$ cat config.mk
export PLATFORM = sky130hd
export DESIGN_NAME = cp0_ext_flat
export DESIGN_NICKNAME = d
export VERILOG_FILES = /design/src/rtl/cp0_ext_if.sv /design/src/rtl/cp0_ext.sv /design/src/flat_wrapper.sv
export SDC_FILE = /design/constraint.sdc
export NUM_CORES = 1
export LEC_CHECK = 0
export ABC_AREA = 1
export BUFFER_PORTS_ARGS = -buffer_cell sky130_fd_sc_hd__buf_2
export CORE_UTILIZATION = 54
export CTS_CLUSTER_DIAMETER = 30
export DETAILED_ROUTE_END_ITERATION = 10
export PLACE_DENSITY = 0.86
export SYNTH_ARGS = -nofsm -noshare
export SYNTH_HDL_FRONTEND = slang
export SYNTH_SLANG_ARGS = --single-unit
$ cat constraint.sdc
create_clock -name clk -period 2.8 [get_ports clk]
set_input_delay 0.14 -clock clk [delete_from_list [all_inputs] [get_ports clk]]
set_output_delay 0.14 -clock clk [all_outputs]
set_load 0.03 [all_outputs]
$ cat src/rtl/cp0_ext_if.sv
// CP0 bus between the M stage and coprocessor 0: MFC0/MTC0 access, exception inputs and redirect outputs.
interface cp0_ext_if #(
  parameter int NUM_HWINT = 6
) ();
  logic [4:0]           rd_addr;
  logic [31:0]          rd_data;
  logic                 wr_en;
  logic [4:0]           wr_addr;
  logic [31:0]          wr_data;
  logic [31:0]          exc_pc;
  logic                 exc_bd;
  logic [4:0]           exc_code;
  logic [31:0]          exc_badvaddr;
  logic [NUM_HWINT-1:0] hw_int;
  logic                 eret;
  logic                 irq_take;
  logic [31:0]          epc_out;

  modport master (
    output rd_addr, wr_en, wr_addr, wr_data, exc_pc, exc_bd, exc_code,
           exc_badvaddr, hw_int, eret,
    input  rd_data, irq_take, epc_out
  );

  modport slave (
    input  rd_addr, wr_en, wr_addr, wr_data, exc_pc, exc_bd, exc_code,
           exc_badvaddr, hw_int, eret,
    output rd_data, irq_take, epc_out
  );
endinterface

$ cat src/rtl/cp0_ext.sv
// Coprocessor 0 for the P7 pipeline: SR, Cause, EPC, BadVAddr, PRId with nested-exception protection.
// Define CP0_TIMER_EN to add the Count/Compare timer whose TI flag drives interrupt line IP[15].
module cp0_ext #(
  parameter int          NUM_HWINT = 6,
  parameter logic [31:0] PRID_VAL  = 32'h1234_5678
) (
  input  logic       clk,
  input  logic       reset,
  cp0_ext_if.slave   bus
);

  localparam logic [5:0] HW_MASK = 6'((1 << NUM_HWINT) - 1);
`ifdef CP0_TIMER_EN
  localparam logic [5:0] IM_MASK = HW_MASK | 6'b10_0000;
`else
  localparam logic [5:0] IM_MASK = HW_MASK;
`endif

  // EXL is the only state: NORMAL runs user code, HANDLER blocks interrupts and freezes EPC/BD.
  typedef enum logic {NORMAL = 1'b0, HANDLER = 1'b1} exl_state_e;

  exl_state_e  state_q, state_d;
  logic [5:0]  im_q, im_d;
  logic        ie_q, ie_d;
  logic [5:0]  ip_q, ip_d;
  logic        bd_q, bd_d;
  logic [4:0]  code_q, code_d;
  logic [31:0] epc_q, epc_d;
  logic [31:0] bva_q, bva_d;

  logic [5:0]  hw_live;
  logic        ti_w;
  logic [31:0] count_rd, compare_rd;
  logic        exl, exc_take, int_req, take;
  logic        wr_sr, wr_epc;
  logic [31:0] pc_word;

  always_comb begin
    hw_live = '0;
    for (int i = 0; i < NUM_HWINT; i++) hw_live[i] = bus.hw_int[i];
  end

  assign exl      = (state_q == HANDLER);
  assign exc_take = (bus.exc_code != 5'd0);
  assign int_req  = (|((hw_live | {ti_w, 5'b0}) & im_q)) & ie_q & ~exl;
  assign take     = reset & (exc_take | int_req);
  assign wr_sr    = bus.wr_en && (bus.wr_addr == 5'd12);
  assign wr_epc   = bus.wr_en && (bus.wr_addr == 5'd14);
  assign pc_word  = bus.exc_pc & 32'hFFFF_FFFC;

  assign bus.irq_take = take;
  assign bus.epc_out  = epc_q;

  // MTC0 first, then eret, then the take: later assignments override earlier ones.
  always_comb begin
    state_d = state_q;
    im_d    = im_q;
    ie_d    = ie_q;
    ip_d    = hw_live;
    bd_d    = bd_q;
    code_d  = code_q;
    epc_d   = epc_q;
    bva_d   = bva_q;
    if (wr_sr) begin
      im_d    = bus.wr_data[15:10] & IM_MASK;
      state_d = bus.wr_data[1] ? HANDLER : NORMAL;
      ie_d    = bus.wr_data[0];
    end
    if (wr_epc) epc_d = bus.wr_data;
    if (bus.eret) begin
      state_d = NORMAL;
      bd_d    = 1'b0;
    end
    if (take) begin
      state_d = HANDLER;
      code_d  = exc_take ? bus.exc_code : 5'd0;
      if (bus.exc_code == 5'd4 || bus.exc_code == 5'd5) bva_d = bus.exc_badvaddr;
      if (!exl) begin
        bd_d  = bus.exc_bd;
        epc_d = bus.exc_bd ? pc_word - 32'd4 : pc_word;
      end else begin
        bd_d  = bd_q;
        epc_d = epc_q;
      end
    end
  end

  always_ff @(posedge clk or negedge reset) begin
    if (!reset) begin
      state_q <= NORMAL;
      im_q    <= '0;
      ie_q    <= 1'b0;
      ip_q    <= '0;
      bd_q    <= 1'b0;
      code_q  <= '0;
      epc_q   <= '0;
      bva_q   <= '0;
    end else begin
      state_q <= state_d;
      im_q    <= im_d;
      ie_q    <= ie_d;
      ip_q    <= ip_d;
      bd_q    <= bd_d;
      code_q  <= code_d;
      epc_q   <= epc_d;
      bva_q   <= bva_d;
    end
  end

`ifdef CP0_TIMER_EN
  logic [31:0] count_q, count_d;
  logic [31:0] compare_q, compare_d;
  logic        ti_q, ti_d;
  logic        wr_count, wr_compare;

  assign wr_count   = bus.wr_en && (bus.wr_addr == 5'd9);
  assign wr_compare = bus.wr_en && (bus.wr_addr == 5'd11);

  // TI fires on the edge Count reaches Compare; rewriting Compare acknowledges it.
  always_comb begin
    count_d   = wr_count ? bus.wr_data : count_q + 32'd1;
    compare_d = wr_compare ? bus.wr_data : compare_q;
    ti_d      = ti_q;
    if (wr_compare)                ti_d = 1'b0;
    else if (count_d == compare_q) ti_d = 1'b1;
  end

  always_ff @(posedge clk or negedge reset) begin
    if (!reset) begin
      count_q   <= '0;
      compare_q <= 32'hFFFF_FFFF;
      ti_q      <= 1'b0;
    end else begin
      count_q   <= count_d;
      compare_q <= compare_d;
      ti_q      <= ti_d;
    end
  end

  assign ti_w       = ti_q;
  assign count_rd   = count_q;
  assign compare_rd = compare_q;
`else
  assign ti_w       = 1'b0;
  assign count_rd   = '0;
  assign compare_rd = '0;
`endif

  // MFC0 reads registered state only, so a same-cycle MTC0 is not visible yet.
  always_comb begin
    bus.rd_data = '0;
    case (bus.rd_addr)
      5'd8:    bus.rd_data = bva_q;
      5'd9:    bus.rd_data = count_rd;
      5'd11:   bus.rd_data = compare_rd;
      5'd12:   bus.rd_data = {16'b0, im_q, 8'b0, exl, ie_q};
      5'd13:   bus.rd_data = {bd_q, ti_w, 14'b0, ip_q | {ti_w, 5'b0}, 3'b0, code_q, 2'b0};
      5'd14:   bus.rd_data = epc_q;
      5'd15:   bus.rd_data = PRID_VAL;
      default: bus.rd_data = '0;
    endcase
  end

endmodule
$ cat src/flat_wrapper.sv
// flat-port wrapper written by rule: the top's interface ports become plain ports
module cp0_ext_flat 
#(
  parameter int          NUM_HWINT = 6,
  parameter logic [31:0] PRID_VAL  = 32'h1234_5678
)
  (clk, reset, bus_rd_addr, bus_wr_en, bus_wr_addr, bus_wr_data, bus_exc_pc, bus_exc_bd, bus_exc_code, bus_exc_badvaddr, bus_hw_int, bus_eret, bus_rd_data, bus_irq_take, bus_epc_out);
  cp0_ext_if #(.NUM_HWINT(NUM_HWINT)) bus_i ();
  input  logic clk;
  input  logic reset;
  input wire logic [$bits(bus_i.rd_addr)-1:0] bus_rd_addr;
  input wire logic [$bits(bus_i.wr_en)-1:0] bus_wr_en;
  input wire logic [$bits(bus_i.wr_addr)-1:0] bus_wr_addr;
  input wire logic [$bits(bus_i.wr_data)-1:0] bus_wr_data;
  input wire logic [$bits(bus_i.exc_pc)-1:0] bus_exc_pc;
  input wire logic [$bits(bus_i.exc_bd)-1:0] bus_exc_bd;
  input wire logic [$bits(bus_i.exc_code)-1:0] bus_exc_code;
  input wire logic [$bits(bus_i.exc_badvaddr)-1:0] bus_exc_badvaddr;
  input wire logic [$bits(bus_i.hw_int)-1:0] bus_hw_int;
  input wire logic [$bits(bus_i.eret)-1:0] bus_eret;
  output wire logic [$bits(bus_i.rd_data)-1:0] bus_rd_data;
  output wire logic [$bits(bus_i.irq_take)-1:0] bus_irq_take;
  output wire logic [$bits(bus_i.epc_out)-1:0] bus_epc_out;
  assign bus_i.rd_addr = bus_rd_addr;
  assign bus_i.wr_en = bus_wr_en;
  assign bus_i.wr_addr = bus_wr_addr;
  assign bus_i.wr_data = bus_wr_data;
  assign bus_i.exc_pc = bus_exc_pc;
  assign bus_i.exc_bd = bus_exc_bd;
  assign bus_i.exc_code = bus_exc_code;
  assign bus_i.exc_badvaddr = bus_exc_badvaddr;
  assign bus_i.hw_int = bus_hw_int;
  assign bus_i.eret = bus_eret;
  assign bus_rd_data = bus_i.rd_data;
  assign bus_irq_take = bus_i.irq_take;
  assign bus_epc_out = bus_i.epc_out;
  cp0_ext #(.NUM_HWINT(NUM_HWINT), .PRID_VAL(PRID_VAL)) u_core (.clk(clk), .reset(reset), .bus(bus_i));
endmodule
==> results of run 1 <==
==> timing repair <==
action | CTS | global route
hold endpoints to repair | 20 | 0
hold buffers | 7 | 0
setup buffers | 0 | 0
==> worst min-delay path by stage <==
stage                       endpoint           startpoint  slack (ns)  depth (start not counted)
finish               u_core.bva_q[3]  bus_exc_badvaddr[3]        0.02                          3
global route         u_core.bva_q[3]  bus_exc_badvaddr[3]       0.007                          3
CTS                  u_core.bva_q[3]  bus_exc_badvaddr[3]        0.01                          3
detailed placement  u_core.code_q[2]                reset        0.02                          1
global placement    u_core.code_q[2]                reset        0.01                          1
floorplan                u_core.bd_q                reset       -0.16                          0
==> cells in the mapped netlist, drive strengths merged (3+ instances only) <==
library cell | instances | share of area [%]
o221ai | 3 | 0.51
a221o | 4 | 0.77
o211ai | 3 | 0.43
inv | 90 | 6.5
nand3 | 38 | 3.8
o21ai | 70 | 9.1
buf | 22 | 3.2
nor3 | 4 | 0.60
clkbuf | 5 | 0.36
nand2 | 280 | 20
xnor2 | 4 | 0.68
nor2 | 62 | 5.1
a21oi | 7 | 0.89
mux2 | 3 | 0.65
nand3b | 3 | 0.68
xor2 | 7 | 1.2
dfrtp | 84 | 41
a22o | 9 | 1.5
nand4 | 13 | 1.6
==> worst max-delay path, stage by stage <==
cell and delay (ns):
dlygate4sd3_1 0.55, buf_2 0.13, nand2_1 0.05, nand2_1 0.05, nor2_1 0.04, nand2_1 0.09, nand2_2 0.08, a21oi_4 0.18
nand3b_4 0.64, nand2_1 0.33, o21ai_2 0.09
==> flip-flops by register name, summed over array words and instances (netlist names) <==
| register | count |
|---|---|
| u_core.bd_q | 1 |
| u_core.bus.epc_out | 32 |
| u_core.bva_q | 32 |
| u_core.code_q | 5 |
| u_core.exl | 1 |
| u_core.ie_q | 1 |
| u_core.im_q | 6 |
| u_core.ip_q | 6 |
==> logic make-up (layout without fill, tap and decap cells) <==
logic type / after synthesis / in the layout / share of synthesized area [%]
xor gates and xnor gates: 11 / 11 / 1.86
and+or+nand+nor: 405 / 405 / 32.8
muxes: 3 / 3 / 0.651
adders and majority gates: 1 / 1 / 0.241
DFF: 84 / 84 / 40.5
AOI/OAI and AO/OA: 101 / 101 / 13.9
buffers and inverters: 117 / 303 / 10.0
==> cell type report <==
cell class	count	area (um^2)	area share, %
tap	129	161	2.52
clock inverter	6	71.3	1.11
clock buffer	10	128	1.99
sequential	84	2100	32.8
multi-input combinational	521	2570	40.1
timing repair buffer	197	1040	16.2
inverter	90	338	5.27
==> power groups by stage <==
| stage | Sequential, mW | Clock [mW] | Combinational (mW) |
|---|---|---|---|
| final | 1.59 | 0.869 | 0.933 |
| after global routing | 1.61 | 0.938 | 1.03 |
| after CTS | 1.59 | 0.888 | 0.936 |
| after detailed placement | 1.61 | 0 | 0.925 |
| after global placement | 1.60 | 0 | 0.903 |
| after floorplan | 1.74 | 0 | 0.426 |
==> per-layer routing <==
| metal | share of wire (%) | up-vias | global-route usage (%) |
|---|---|---|---|
| li1 | - | 2637 | - |
| met5 | 0 | - | 0 |
| met2 | 49 | 241 | 52.6 |
| met3 | 7.8 | 26 | 6.06 |
| met4 | 2.6 | 0 | 12.4 |
| met1 | 40 | 2447 | 36.5 |
==> per-stage QoR <==
step | hold WS (ns) | instances | power [mW] | setup slack, ns
3_5_place_dp | 0.0151 | 1014 | 2.53 | 0.743
2_1_floorplan | -0.156 | 722 | 2.17 | 1.36
6_report | 0.0219 | 1037 | 3.39 | 0.608
4_1_cts | 0.0107 | 1037 | 3.41 | 0.649
3_3_place_gp | 0.0129 | 1014 | 2.51 | 0.792
5_1_grt | 0.00672 | 1037 | 3.58 | 0.465
==> flow_metrics.tcl, run 1 <==
set metrics [dict create \
    status "finished clean" \
    place.gp.congestion 0.898 \
    drtAntennaViolNets 0 \
    reg2reg_from "u_core.im_q[1]" \
    clkSlewWorstSetupHoldPaths_ns 0.09 \
    r2r-end "u_core.bva_q[18]" \
    tns_ns 0 \
    power_frac_seq_pct 46.8 \
    avgViaCountPerCell 5.16 \
    hold_violations 0 \
    avgRoutedWirePerCell_um 14.2 \
    worst-setup-path-type "input pin to register" \
    fin_crit_sh_pct 78.3 \
    row_count 35 \
    dieArea_um2 10000 \
    intPower_mw 2.17 \
    placed_cell_area_um2 6140 \
    num_vias 5351 \
    io_buffers 184 \
    io_pins 187 \
    die_h_um 100 \
    fin_nets 1026 \
    stdcell_area_um2 6410 \
    utilization_pct 69.0 \
    fp.dieW_um 100 \
    grt_usage_pct 30.2 \
    ys_types 39 \
    startpoint_type "input pin" \
    switching_share_pct 36.0 \
    synth_nets 845 \
    cts_tree "done" \
    cp_max_fo 64 \
    root_buffer "clkbuf_8" \
    antenna_cells 0 \
    yosys_warnings 0 \
    synthFlopType "dfrtp_1" \
    cts_buffers 9 \
    relSlewSlack_pct 40.6 \
    drt-total-wl_um 14700 \
    end_kind "register" \
    dp_hpwl_um 11200 \
    r2r_slack_ns 0.68 \
    r2r_cells 9 \
    dr.pass1.iters 5 \
    cp_data_required_time_ns 3.01 \
    core-area_um2 9280 \
    drc 0 \
    finalSetupViolCount 0 \
    antenna_found_initial 0 \
    netlist_area_um2 5190 \
    synth_edf_count 0 \
    p_sw_mw 1.22 \
    p_clk_share_pct 25.6 \
    drive_gt1_share_pct 28.5 \
    yosysSeqAreaShare_pct 40.5 \
    final_cell_mix "276 x nand2_1, 183 x buf_2, 88 x inv_1, 84 x dfrtp_1, 56 x nor2_1" \
    startpoint "bus_hw_int[5]" \
    clock_sinks 84 \
    grt_setup_unrepaired "false" \
    hold_class "input pin to register" \
    clock_skew_ns 0.0175 \
    mostFrequentLayoutCell "nand2_1" \
    avgSynthCellArea_um2 7.18 \
    tightestPinTransition_ns 0.891 \
    gr-total-overflow 0 \
    htree_levels 3 \
    grt_max_degree 71 \
    yosys_register_bits 84 \
    cp.arrival_ns 2.40 \
    async_flop_share_pct 100 \
    leakage_nw 3.55 \
    fin_crit_ns 2.19 \
    synth_cells 722 \
    ir_drop_v 0.000390 \
    num-fill-cells 834 \
    endpoint "u_core.bva_q[18]" \
    initial_core_util_pct 55.9 \
    clock_latency_ns 0.35 \
    combPwrFrac_pct 27.5 \
    powerDensity_nw_per_um2 529 \
    layout-area-overhead-vs-synth_pct 23.5 \
    postCtsResizedCells 0 \
    first_iter_violations 352 \
    grt_pass1_wl_um 23500 \
    clockBufferDepth 2 \
    grt_pass1_vias 5054 \
    drv_slew 0 \
    timing.fmax_mhz 456 \
    max-cap-violations 0 \
]
Power figures use the tool's default switching activity.
==> inputs of run 2 (changes only) <==
--- a/config.mk
+++ b/config.mk
@@ -5,12 +5,12 @@
 export SDC_FILE = /design/constraint.sdc
 export NUM_CORES = 1
 export LEC_CHECK = 0
-export ABC_AREA = 1
+export ABC_AREA = 0
 export BUFFER_PORTS_ARGS = -buffer_cell sky130_fd_sc_hd__buf_2
-export CORE_UTILIZATION = 54
+export CORE_UTILIZATION = 49
 export CTS_CLUSTER_DIAMETER = 30
 export DETAILED_ROUTE_END_ITERATION = 10
-export PLACE_DENSITY = 0.86
+export PLACE_DENSITY = 0.81
 export SYNTH_ARGS = -nofsm -noshare
 export SYNTH_HDL_FRONTEND = slang
 export SYNTH_SLANG_ARGS = --single-unit
==> constraint.sdc (replaced) <==
create_clock -name clk -period 2.12 [get_ports clk]
set_input_delay 0.106 -clock clk [delete_from_list [all_inputs] [get_ports clk]]
set_output_delay 0.106 -clock clk [all_outputs]
set_load 0.03 [all_outputs]
==> run 2 against run 1 <==
  * Hold slack lost 0.017 ns
  * Power grew 35%
  * Global-route usage grew 2.6 points
  * Critical endpoint is now u_core.bva_q[10]
  * Largest power group unchanged
==> flow_metrics.tcl, run 2 <==
set metrics [dict create \
    synth_largest_area_cell "dfrtp_1" \
    intPower_mw 2.96 \
    layout-area-overhead-vs-synth_pct 42.5 \
    clkSlewWorstSetupHoldPaths_ns 0.10 \
    cp_data_required_time_ns 2.37 \
    reg2reg_from "u_core.im_q[1]" \
    hold_depth 3 \
    grt_pass1_wl_um 24900 \
    drtAntennaViolNets 0 \
    synth_nets 567 \
    die_h_um 98.6 \
    avgViaCountPerCell 5.88 \
    async_flop_share_pct 100 \
    yosys-top-cells-count "84 x dfrtp_1, 39 x mux2_2, 37 x a21oi_1" \
    clock_sinks 84 \
    num-fill-cells 612 \
    yosys_register_bits 84 \
    fin_nets 816 \
    grt_pass1_vias 4925 \
    clockBufferDepth 2 \
    htree_levels 3 \
    netlist_area_um2 4570 \
    antenna_found_initial 1 \
    cts_buffers 9 \
    timing.fmax_mhz 487 \
    hold_violations 0 \
    r2r_slack_ns 0.07 \
    multi_input_area_um2 2330 \
    tns_ns 0 \
    core-area_um2 8890 \
    drc 0 \
    avgSynthCellArea_um2 10.3 \
    synth_area_leaders "dfrtp_1 46%, mux2_2 9.6%, a21oi_1 4.1%, o2bb2ai_1 4.0%, a22o_1 3.1%" \
    drt-total-wl_um 15500 \
    num_vias 4745 \
    clock_skew_ns 0.0199 \
    yosys_warnings 0 \
    grt_usage_pct 32.8 \
    tightestPinTransition_ns 0.584 \
    power_frac_seq_pct 47.1 \
    cts_tree "done" \
    io_buffers 184 \
    dp_cells 737 \
    dp_hpwl_um 10900 \
    first_iter_violations 269 \
    hp-start "bus_wr_data[8]" \
    seqCellArea_um2 2100 \
    synth_top_area_share_pct 46.0 \
    dr.pass1.iters 5 \
    finalSetupViolCount 0 \
    ys_types 55 \
    p_clk_share_pct 24.2 \
    drv_slew 0 \
    io_pins 187 \
    r2r-end "u_core.bva_q[10]" \
    leakage_nw 3.08 \
    avgRoutedWirePerCell_um 19.2 \
    grt_max_degree 45 \
    max-cap-violations 0 \
    startpoint_type "register" \
    switching_share_pct 35.4 \
    worst-setup-path-type "register to register" \
    relSlewSlack_pct 61.0 \
    mostFrequentLayoutCell "buf_2" \
    fin_crit_sh_pct 96.8 \
    end_kind "register" \
    r2r_cells 6 \
    p_sw_mw 1.62 \
    layoutNonFillerInstCount 807 \
    synthFlopType "dfrtp_1" \
    fp.dieW_um 98.6 \
    grt_setup_unrepaired "false" \
    hold_end "u_core.bus.epc_out[8]" \
    row_count 34 \
    dieArea_um2 9720 \
    powerDensity_nw_per_um2 703 \
    status "finished clean" \
    ir_drop_v 0.000400 \
    p_total_mw 4.58 \
    gr-total-overflow 0 \
    hold_class "input pin to register" \
    initial_core_util_pct 51.4 \
    synth_edf_count 0 \
    drive_gt1_share_pct 42.1 \
    final_cell_mix "183 x buf_2, 84 x dfrtp_1, 53 x dlygate4sd3_1, 39 x mux2_2, 37 x a21oi_1" \
    yosysSeqAreaShare_pct 46.0 \
    clock_latency_ns 0.37 \
    combPwrFrac_pct 28.7 \
    root_buffer "clkbuf_8" \
    place.gp.congestion 0.866 \
    synth_cells 444 \
    fin_crit_ns 2.05 \
    cp_max_fo 13 \
    whs_ns 0.00455 \
    cp.arrival_ns 2.30 \
    synth_most_common_cell "dfrtp_1" \
]
[run 2: cell types whose count changed after synthesis, sizes merged, moves of 22 or more]
cell and delta:
a21oi +30, nand2 -244, o21ai -57, inv -82
nor2 -34, o2bb2ai +22, mux2 +36, nand3 -34
[run 2: worst max path at each step]
stage	startpoint	slack [ns]	cells after the start	end
after floorplan	u_core.im_q[1]	-0.009	8	u_core.bva_q[10]
after global placement	bus_exc_pc[18]	-0.07	7	u_core.bus.epc_out[30]
after detailed placement	bus_exc_pc[18]	-0.10	7	u_core.bus.epc_out[30]
after CTS	u_core.im_q[1]	-0.005	6	u_core.bva_q[10]
after global routing	u_core.im_q[2]	0.03	6	bus_irq_take
final	u_core.im_q[1]	0.07	6	u_core.bva_q[10]
[run 2: what timing repair did]
action                                  in CTS  in global routing
resized for setup                            6                  6
endpoints found under the setup margin       6                 33
buffers inserted                             0                  0
endpoints found under the hold margin       91                  1
hold buffers                                52                  1
[run 2: worst max-delay path, cell delays in order (launching register included)]
cell     delay [ns]
dfrtp_1        0.39
a22oi_2        0.10
a311o_1        0.39
and2_4         0.18
or3b_4         0.40
buf_6          0.18
mux2_2         0.29
[run 2: routing by layer]
layer / GRT usage, % / vias to the layer above / wire [um]
met5: 0 / - / 0
met4: 14.8 / 0 / 461
met3: 6.45 / 42 / 1220
met2: 54.9 / 272 / 7490
met1: 41.2 / 2253 / 6320
li1: - / 2178 / -
[run 2: area by class of cell]
cell class / count / share of cell area (%)
clock buffer: 10 / 2.11
sequential: 84 / 32.3
timing repair buffer: 269 / 26.5
inverter: 9 / 0.596
multi-input combinational: 320 / 35.7
tap: 108 / 2.08
antenna: 1 / 0.0384
clock inverter: 6 / 0.711
[run 2: through the flow]
step | utilization [%] | setup WS, ns | area, um^2
floorplan | - | -0.00861 | 4600
global placement | 64.7 | -0.0747 | 5750
detailed placement | 64.7 | -0.100 | 5750
CTS | 72.8 | -0.00465 | 6480
global route | 73.2 | 0.0271 | 6510
finish | 73.2 | 0.0685 | 6510
[run 2: cells by family after synthesis]
family          after synthesis  synth area share [%]
buf+inv                      40                  3.67
simple gates                134                  16.3
fa+ha+maj                     1                 0.274
mux                          40                  9.83
flops                        84                  46.0
xor+xnor                     18                  3.45
compound gates              127                  20.4
[run 2: power groups by stage]
stage / Sequential, mW / Combinational [mW] / Clock, mW
after floorplan: 2.36 / 0.518 / 0
after global routing: 2.19 / 1.41 / 1.18
after CTS: 2.14 / 1.30 / 1.12
final: 2.16 / 1.32 / 1.11
after detailed placement: 2.17 / 1.22 / 0
after global placement: 2.15 / 1.18 / 0
